`config.mk`:
```
export PLATFORM = sky130hd
export DESIGN_NAME = enc_serial_prio
export DESIGN_NICKNAME = d
export VERILOG_FILES = /design/src/rtl/enc_serial_prio_pkg.sv /design/src/rtl/enc_serial_prio_prio_enc.sv /design/src/rtl/enc_serial_prio.sv
export SDC_FILE = /design/constraint.sdc
export NUM_CORES = 1
export LEC_CHECK = 0
export CAP_MARGIN = 30
export CELL_PAD_IN_SITES_DETAIL_PLACEMENT = 0
export CELL_PAD_IN_SITES_GLOBAL_PLACEMENT = 1
export CORE_ASPECT_RATIO = 0.75
export CORE_MARGIN = 1.5
export CORE_UTILIZATION = 46
export CTS_CLUSTER_SIZE = 8
export DETAILED_ROUTE_END_ITERATION = 7
export PLACE_DENSITY_LB_ADDON = 0.1
export SLEW_MARGIN = 10
export SYNTH_ARGS = -nofsm -noshare
export SYNTH_HDL_FRONTEND = slang
export SYNTH_SLANG_ARGS = --single-unit
```
`constraint.sdc`:
```
create_clock -name clk -period 5.55 [get_ports clk]
set_input_delay 1.3875 -clock clk [delete_from_list [all_inputs] [get_ports clk]]
set_output_delay 1.3875 -clock clk [all_outputs]
set_load 0.05 [all_outputs]
```
`src/rtl/enc_serial_prio_pkg.sv`:
```
// enc_serial_prio_pkg: mode encodings and drain-state type shared by the serial encoder
package enc_serial_prio_pkg;
    localparam logic MODE_FIXED = 1'b0;
    localparam logic MODE_RR = 1'b1;
    typedef enum logic {IDLE, DRAIN} state_e;
endpackage

```
`src/rtl/enc_serial_prio_prio_enc.sv`:
```
// prio_enc_rr: highest-set-bit search over a vector rotated so the search starts just below ptr
module prio_enc_rr #(
    parameter int N = 8,
    localparam int W = $clog2(N)
) (
    input  logic [N-1:0] vec,
    input  logic [W-1:0] ptr,
    input  logic         rr,
    output logic [W-1:0] idx,
    output logic         any
);
    logic [N-1:0] rot;
    logic [W-1:0] sh;
    assign sh = rr ? ptr : '0;
    // rot[N-1] is vec[ptr-1], rot[0] is vec[ptr]: the top of rot is searched first
    always_comb begin
        rot = '0;
        for (int j = 0; j < N; j++) rot[j] = vec[(int'(sh) + j) % N];
        any = |rot;
        idx = '0;
        for (int j = 0; j < N; j++) if (rot[j]) idx = W'((int'(sh) + j) % N);
    end
endmodule

```
`src/rtl/enc_serial_prio.sv`:
```
// enc_serial_prio: accepts a multi-hot vector and streams out the index of each set bit,
// in fixed-priority or round-robin order
module enc_serial_prio import enc_serial_prio_pkg::*; #(
    parameter int N = 8,
    localparam int W = $clog2(N)
) (
    input  logic         clk,
    input  logic         rst_n,
    input  logic [N-1:0] req_vec,
    input  logic         req_valid,
    output logic         req_ready,
    input  logic         mode,
    output logic [W-1:0] out_idx,
    output logic         out_last,
    output logic         out_valid,
    input  logic         out_ready
);
    logic [N-1:0] pend, pend_nxt;
    logic         mode_q, mode_nxt;
    logic [W-1:0] ptr, ptr_nxt, sel;
    logic         any;
    state_e       state;
    prio_enc_rr #(.N(N)) u_enc (
        .vec(pend),
        .ptr(ptr),
        .rr (mode_q == MODE_RR),
        .idx(sel),
        .any(any)
    );
    assign state = any ? DRAIN : IDLE;
    always_ff @(posedge clk) begin
        if (!rst_n) begin
            pend   <= '0;
            mode_q <= MODE_FIXED;
            ptr    <= '0;
        end else begin
            pend   <= pend_nxt;
            mode_q <= mode_nxt;
            ptr    <= ptr_nxt;
        end
    end
    // ptr follows every grant so a later round-robin vector resumes after it
    always_comb begin
        pend_nxt = pend;
        mode_nxt = mode_q;
        ptr_nxt  = ptr;
        if (req_valid && req_ready) begin
            pend_nxt = req_vec;
            mode_nxt = mode;
        end else if (out_valid && out_ready) begin
            pend_nxt = pend & ~(N'(1) << sel);
            ptr_nxt  = sel;
        end
    end
    always_comb begin
        req_ready = state == IDLE;
        out_valid = state == DRAIN;
        out_idx   = sel;
        out_last  = $onehot(pend);
    end
endmodule

```
==> results of run 1 <==
-- worst reg2reg max path, delay by kind of cell (launching register included) --
family | cells | cell delay (ns)
simple gates | 4 | 1.47
flops | 1 | 0.64
fa+ha+maj | 1 | 0.58
mux | 1 | 0.31
compound gates | 2 | 0.29
-- cells by family after synthesis --
group / count (synthesis) / synth area share, %
buf+inv: 22 / 6.26
mux: 35 / 29.0
flops: 12 / 14.7
fa+ha+maj: 8 / 7.94
compound gates: 50 / 21.5
xor+xnor: 3 / 1.60
simple gates: 57 / 19.0
-- cell usage in the layout, fill, tap and decap left out, types with 3 or more instances in the layout --
master / synthesis / layout
mux2i_1: 21 / 21
nand2_1: 17 / 17
clkdlybuf4s50_1: 0 / 17
a21oi_1: 12 / 12
dfxtp_1: 12 / 12
inv_1: 11 / 11
nor2_1: 8 / 8
o21ai_0: 8 / 8
mux4_2: 8 / 8
nor2b_1: 6 / 6
a211oi_1: 5 / 5
a22oi_1: 5 / 5
nand3_1: 4 / 4
o211ai_1: 4 / 4
and2_1: 4 / 4
fa_1: 4 / 4
ha_1: 4 / 4
mux2_2: 3 / 3
clkbuf_8: 0 / 3
-- area by class of cell --
cell class | count | area share, %
Inverter | 13 | 2.73
Sequential cell | 12 | 12.8
Multi-Input combinational cell | 153 | 69.1
Timing Repair Buffer | 20 | 10.5
Clock buffer | 3 | 2.20
Tap cell | 40 | 2.67
-- per-layer routing --
metal,part of all wire [%],GRT usage (%),vias to the layer above
li1,-,-,742
met1,45,36.0,740
met2,44,37.7,84
met3,9.2,5.52,6
met4,1.2,5.66,0
met5,0,0,-
-- synth_stat cells (5+ instances only) --
cell	count
a211oi_1	5
mux4_2	8
nand2_1	17
o21ai_0	8
dfxtp_1	12
inv_1	11
clkbuf_1	5
a22oi_1	5
nor2_1	8
mux2i_1	21
a21oi_1	12
nor2b_1	6
-- through the flow --
| stage | setup WS (ns) | cells |
|---|---|---|
| after floorplan | 1.11 | 187 |
| after global placement | 0.566 | 238 |
| after detailed placement | 0.449 | 238 |
| after CTS | 0.181 | 241 |
| after global routing | 0.0753 | 241 |
| final | 0.203 | 241 |
-- state kept, by name (all words and copies together) (netlist names) --
register / flops
pend: 8
ptr: 3
mode_q: 1
-- final timing paths --
check                           startpoint  endpoint  slack [ns]
worst max-delay path               pend[0]  out_last        0.20
worst min-delay path               pend[0]   pend[0]        0.61
worst max register to register      mode_q   pend[2]        2.15
worst min register to register     pend[0]   pend[0]        0.61
==> flow_metrics.env, run 1 <==
export IMPL_synth_cells=187
export IMPL_clk_pin_slew_worst_paths_ns=0.06
export IMPL_min_path_cells=2
export IMPL_drive_above_1_share_pct=12.4
export IMPL_via_per_inst=6.52
export IMPL_async_reset_ff_share_pct=0
export IMPL_holdWs_ns=0.607
export IMPL_drt_initial_drc_count=160
export IMPL_cts_tree="yes"
export IMPL_critPathBufInv=3
export IMPL_fmaxAchievable_mhz=187
export IMPL_avgSynthCellArea_um2=8.77
export IMPL_io_buffers=18
export IMPL_grt_ovfl_total=0
export IMPL_die_y_um=54.7
export IMPL_clock_sinks=12
export IMPL_fin_nets=224
export IMPL_design_area_mm2=0.00188
export IMPL_cts_repair_resized=0
export IMPL_crit_family="adder cells"
export IMPL_cp_start_kind="flip-flop"
export IMPL_ys_types=57
export IMPL_layout_min_cycle_time_ns=5.35
export IMPL_core_area_mm2=0.00336
export IMPL_antenna_left=0
export IMPL_final_hold_viol_count=0
export IMPL_min_path_type="flip-flop to flip-flop"
export IMPL_drt_pass1_iterations=5
export IMPL_ctsHoldBuffers=0
export IMPL_yosysTopAreaCellShare_pct=14.7
export IMPL_setup_viol=0
export IMPL_cp_depth=10
export IMPL_place_area_mm2=0.00183
export IMPL_status="completed"
export IMPL_slew_headroom_pct=38.3
export IMPL_core_rowCount=18
export IMPL_required_ns=4.16
export IMPL_tightest_slew_ns=0.922
export IMPL_ys_ff_latch=12
export IMPL_grt_pass1_vias=1469
export IMPL_antenna_cells=0
export IMPL_antenna_found_initial=0
export IMPL_wl_per_cell_um=18.5
export IMPL_critPathMostFrequentCell="fa_1"
export IMPL_crit_chain="fa_1 -> inv_1 -> fa_1 -> fa_1 -> inv_1 -> ha_1 -> fa_1 -> o21ai_0 -> and3b_1 -> clkdlybuf4s50_1"
export IMPL_cp_arrival_ns=3.96
export IMPL_vias=1572
export IMPL_start_util_pct=48.8
export IMPL_synthesis_area_mm2=0.00164
export IMPL_drv_slew=0
export IMPL_fin_util_pct=55.9
export IMPL_cap_violations=0
export IMPL_gp_congestion=0.826
export IMPL_fillers=305
export IMPL_dieArea_mm2=0.00393
export IMPL_synth_ff_type="dfxtp_1"
export IMPL_grt_total_usage_pct=24.8
export IMPL_tns_ns=0
export IMPL_ios=19
export IMPL_cts_setup_buffers=0
export IMPL_grt_first_pass_wirelength_um=7300
export IMPL_syn_nets=208
export IMPL_skew_ns=0.00483
export IMPL_cts_buffer_depth=2
export IMPL_end_kind="primary output"
export IMPL_critPathKind="flip-flop to primary output"
export IMPL_areaGrowthSynthToFinish_pct=14.5
export IMPL_critical_path_max_stage_delay_ns=0.79
export IMPL_critical_path_max_fanout=8
export IMPL_slowest_stage="clkdlybuf4s50_1"
export IMPL_cts_inserted_buffers=3
export IMPL_wl_um=4470
export IMPL_multi_input_area_mm2=0.00130
export IMPL_htree_levels=1
export IMPL_clk_latency_ns=0.25
export IMPL_drc=0
export IMPL_die_w_um=71.9
export IMPL_hpwl_um=3390
export IMPL_seq_area_um2=240
export IMPL_grt_max_degree=16
export IMPL_ys_warn_count=0
export IMPL_reg2reg_depth=8
export IMPL_rsz0062_at_grt="no"
export IMPL_synth_top_area_cell="dfxtp_1"
export IMPL_synth_area_leaders="dfxtp_1, mux2i_1, mux4_2"
export IMPL_synth_seq_area_share_pct=14.7
export IMPL_fin_crit_sh_pct=96.3
export IMPL_synth_edf_count=0
export IMPL_clockRootBuffer="clkbuf_8"
Power of run 1 is left out: the tool's default activity adds up to more than one toggle a clock period on the data nets, which glitch-free logic cannot reach.
==> run 2, diff against run 1 <==
CORE_UTILIZATION = 43   (was 46)
SLEW_MARGIN = 25   (was 10)
clock period = 5.3 ns   (was 5.55 ns; I/O delays follow)
==> flow_metrics.env, run 2 (synthesized netlist as in run 1, its figures left out) <==
export IMPL_status="completed"
export IMPL_slew_headroom_pct=60.4
export IMPL_start_util_pct=44.8
export IMPL_critPathBufInv=1
export IMPL_critical_path_max_stage_delay_ns=0.82
export IMPL_cts_inserted_buffers=3
export IMPL_drive_above_1_share_pct=13.8
export IMPL_gp_congestion=0.910
export IMPL_hpwl_um=3390
export IMPL_dieArea_mm2=0.00420
export IMPL_grt_ovfl_total=0
export IMPL_critical_path_max_fanout=16
export IMPL_fmaxAchievable_mhz=199
export IMPL_end_kind="primary output"
export IMPL_antenna_found_initial=0
export IMPL_largest_reg_flops=8
export IMPL_via_per_inst=6.13
export IMPL_drv_slew=0
export IMPL_crit_chain="nand2_2 -> ha_1 -> xnor2_1 -> nand3b_1 -> nand2_1 -> o221a_2 -> mux2_4 -> clkdlybuf4s50_1"
export IMPL_areaGrowthSynthToFinish_pct=16.6
export IMPL_required_ns=3.97
export IMPL_clk_latency_ns=0.24
export IMPL_clk_pin_slew_worst_paths_ns=0.05
export IMPL_min_path_type="flip-flop to flip-flop"
export IMPL_grt_pass1_vias=1572
export IMPL_critPathKind="flip-flop to primary output"
export IMPL_grt_first_pass_wirelength_um=7550
export IMPL_tns_ns=0
export IMPL_antenna_cells=0
export IMPL_antenna_left=0
export IMPL_ctsHoldBuffers=0
export IMPL_reg_top3="pend x8, ptr x3, mode_q x1"
export IMPL_final_cell_mix="mux2i_1, nand2_1, clkdlybuf4s50_1, a21oi_1, dfxtp_1"
export IMPL_grt_max_degree=17
export IMPL_cp_start_kind="flip-flop"
export IMPL_io_buffers=18
export IMPL_drc=0
export IMPL_cap_violations=0
export IMPL_fin_crit_sh_pct=94.8
export IMPL_ios=19
export IMPL_wl_per_cell_um=17.6
export IMPL_core_area_mm2=0.00366
export IMPL_wl_um=4480
export IMPL_layout_min_cycle_time_ns=5.03
export IMPL_slowest_stage="clkdlybuf4s50_1"
export IMPL_rsz0062_at_grt="no"
export IMPL_clock_sinks=12
export IMPL_grt_total_usage_pct=23.3
export IMPL_cts_setup_buffers=0
export IMPL_r2r_slack_ns=1.99
export IMPL_cts_buffer_depth=2
export IMPL_final_common_cell="mux2i_1"
export IMPL_setup_viol=0
export IMPL_drt_pass1_iterations=4
export IMPL_core_rowCount=19
export IMPL_final_hold_viol_count=0
export IMPL_die_y_um=56.5
export IMPL_drt_initial_drc_count=136
export IMPL_die_w_um=74.3
export IMPL_vias=1563
export IMPL_tightest_slew_ns=0.582
export IMPL_fin_nets=225
export IMPL_top_register="pend"
export IMPL_skew_ns=0.00119
export IMPL_clockRootBuffer="clkbuf_8"
export IMPL_htree_levels=1
export IMPL_cts_tree="yes"
export IMPL_cp_arrival_ns=3.70
export IMPL_crit_family="buffers and inverters"
-- run 2: cell count changes in the layout (fill, tap and decap cells not counted), sizes merged --
cell           change
buf                +1
clkbuf             +2
clkdlybuf4s50      -1
-- run 2: per-layer routing --
metal / vias to the layer above / GRT usage (%) / wire, um
li1: 745 / - / -
met1: 753 / 32.8 / 2100
met2: 63 / 35.5 / 2020
met3: 2 / 7.36 / 346
met4: 0 / 4.16 / 19
met5: - / 0 / 0
-- run 2: final cells by class --
| type | count | area [um^2] |
|---|---|---|
| clock buffers | 4 | 55.1 |
| fillers | 357 | 1750 |
| inverters | 13 | 51.3 |
| multi-input cells | 153 | 1300 |
| flip-flops and latches | 12 | 240 |
| well taps | 52 | 65.1 |
| repair buffers | 21 | 203 |
-- run 2: worst paths after layout --
kind / startpoint / endpoint / depth (start not counted)
max: ptr[0] / out_idx[0] / 8
min: pend[7] / pend[7] / 3
max reg2reg: ptr[0] / pend[0] / 9
min reg2reg: pend[7] / pend[7] / 3
-- run 2: per-stage QoR --
step | area, um^2 | std cells | hold slack (ns) | worst slack (ns) | util (%)
after floorplan | 1640 | 187 | 0.518 | 0.920 | -
after global placement | 1850 | 250 | 0.565 | 0.529 | 50.4
after detailed placement | 1850 | 250 | 0.584 | 0.428 | 50.4
after CTS | 1900 | 254 | 0.593 | 0.164 | 51.9
after global routing | 1910 | 255 | 0.637 | 0.00731 | 52.2
final | 1910 | 255 | 0.597 | 0.274 | 52.2
-- run 2: worst reg2reg max path, stage by stage, from the launching register on --
cell	delay, ns
dfxtp_1	0.63
nand2_2	0.37
ha_1	0.33
xnor2_1	0.36
nand3b_1	0.26
o211ai_1	0.13
a211o_1	0.27
a311o_1	0.44
o311ai_1	0.31
a21oi_1	0.10
-- run 2: timing repair --
item                                   in CTS  in global routing
setup endpoints to repair                   0                  1
endpoints found under the hold margin       0                  0
gates resized for setup                     0                  1
Power of run 2 is left out for the same reason.
==> run 3, diff against run 2 <==
clock period = 5.6 ns   (was 5.3 ns; I/O delays follow)
==> flow_metrics.env, run 3 (synthesized netlist as in run 1, its figures left out) <==
export IMPL_grt_first_pass_wirelength_um=7450
export IMPL_top_register="pend"
export IMPL_layout_min_cycle_time_ns=5.29
export IMPL_core_area_mm2=0.00366
export IMPL_reg2reg_depth=9
export IMPL_cp_arrival_ns=3.89
export IMPL_antenna_found_initial=0
export IMPL_preCtsSetupSlack_ns=0.553
export IMPL_antenna_cells=0
export IMPL_drt_pass1_iterations=4
export IMPL_critPathMostFrequentCell="fa_1"
export IMPL_clk_latency_ns=0.23
export IMPL_critical_path_max_fanout=8
export IMPL_drive_above_1_share_pct=13.3
export IMPL_wl_per_cell_um=17.7
export IMPL_grt_max_degree=16
export IMPL_grt_pass1_vias=1517
export IMPL_skew_ns=0.000919
export IMPL_status="completed"
export IMPL_largest_reg_flops=8
export IMPL_slowest_stage="clkdlybuf4s50_1"
export IMPL_fin_nets=226
export IMPL_min_path_type="flip-flop to flip-flop"
export IMPL_rsz0062_at_grt="no"
export IMPL_cts_buffer_depth=2
export IMPL_wl_um=4520
export IMPL_fmaxAchievable_mhz=189
export IMPL_fin_cells=255
export IMPL_antenna_left=0
export IMPL_critical_path_max_stage_delay_ns=0.79
export IMPL_worstHoldStart="pend[0]"
export IMPL_drt_initial_drc_count=108
export IMPL_ios=19
export IMPL_cts_tree="yes"
export IMPL_ctsHoldBuffers=0
export IMPL_cp_start_kind="flip-flop"
export IMPL_layout_setup_ws_ns=0.309
export IMPL_clk_pin_slew_worst_paths_ns=0.05
export IMPL_core_rowCount=19
export IMPL_tightest_slew_ns=0.910
export IMPL_reg_top3="pend x8, ptr x3, mode_q x1"
export IMPL_critPathKind="flip-flop to primary output"
export IMPL_clock_sinks=12
export IMPL_fin_crit_sh_pct=94.5
export IMPL_via_per_inst=6.25
export IMPL_dieArea_mm2=0.00420
export IMPL_placed_cells=252
export IMPL_r2r_start="mode_q"
export IMPL_setup_viol=0
export IMPL_io_buffers=18
export IMPL_cts_inserted_buffers=3
export IMPL_clockRootBuffer="clkbuf_8"
export IMPL_final_cell_mix="mux2i_1, nand2_1, clkdlybuf4s50_1, a21oi_1, dfxtp_1"
export IMPL_grt_total_usage_pct=23.1
export IMPL_final_common_cell="mux2i_1"
export IMPL_die_w_um=74.3
export IMPL_gp_congestion=0.932
export IMPL_vias=1594
export IMPL_cap_violations=0
export IMPL_slew_headroom_pct=39.1
export IMPL_end_kind="primary output"
export IMPL_whs_endpoint="pend[0]"
export IMPL_htree_levels=1
export IMPL_drv_slew=0
export IMPL_drc=0
export IMPL_r2r_slack_ns=2.17
export IMPL_grt_ovfl_total=0
export IMPL_areaGrowthSynthToFinish_pct=16.3
export IMPL_die_y_um=56.5
export IMPL_worst_r2r_endpoint="pend[0]"
export IMPL_hpwl_um=3500
export IMPL_final_hold_viol_count=0
export IMPL_tns_ns=0
export IMPL_start_util_pct=44.8
export IMPL_required_ns=4.20
export IMPL_crit_chain="fa_1 -> inv_1 -> fa_1 -> fa_1 -> inv_1 -> ha_1 -> fa_1 -> o21ai_0 -> and3b_1 -> clkdlybuf4s50_1"
export IMPL_min_path_cells=2
==> run 3: cell types whose count changed in the layout (fill, tap and decap cells not counted) <==
cell,change
clkdlybuf4s50_1,+1
clkbuf_4,-1
clkbuf_8,-1
buf_4,+1
==> run 3: timing repair <==
| action | 4_1_cts | 5_1_grt |
|---|---|---|
| buffers inserted | 0 | 0 |
| setup endpoints to repair | 0 | 1 |
| gates resized for setup | 0 | 1 |
==> run 3: worst max-delay path by stage <==
| stage | slack [ns] | from | end |
|---|---|---|---|
| after floorplan | 1.15 | pend[0] | out_last |
| after global placement | 0.61 | pend[0] | out_last |
| after global routing | 0.12 | pend[0] | out_last |
| final | 0.31 | pend[0] | out_last |
| after CTS | 0.27 | mode_q | out_idx[1] |
| after detailed placement | 0.55 | mode_q | out_idx[1] |
==> run 3: critical path, delay by kind of cell, from the launching register on <==
kind                       cells  cell delay [ns]
DFF                            1             0.38
and+or+nand+nor                1             0.16
adders and majority gates      5             2.09
buffers and inverters          3             0.88
AOI/OAI and AO/OA              1             0.15
==> run 3: per-layer routing <==
metal / global-route usage (%) / part of all wire, % / vias up / routed length [um]
li1: - / - / 750 / -
met1: 35.3 / 48 / 788 / 2160
met2: 35.3 / 47 / 52 / 2120
met3: 3.41 / 4.8 / 4 / 215
met4: 2.60 / 0.58 / 0 / 26
met5: 0 / 0 / - / 0
==> run 3: cell type report <==
type                    instances  area (um^2)
clock buffers                   3         41.3
fillers                       357         1750
well taps                      52         65.1
inverters                      13         51.3
flip-flops and latches         12          240
multi-input cells             153         1300
repair buffers                 22          213
==> run 3: metrics by stage <==
stage          util (%)  area, um^2  hold slack, ns
4_1_cts            52.0        1900           0.610
3_5_place_dp       50.9        1860           0.601
2_1_floorplan         -        1640           0.518
3_3_place_gp       50.9        1860           0.579
5_1_grt            52.1        1910           0.664
6_report           52.1        1910           0.608
Power of run 3 is left out for the same reason.
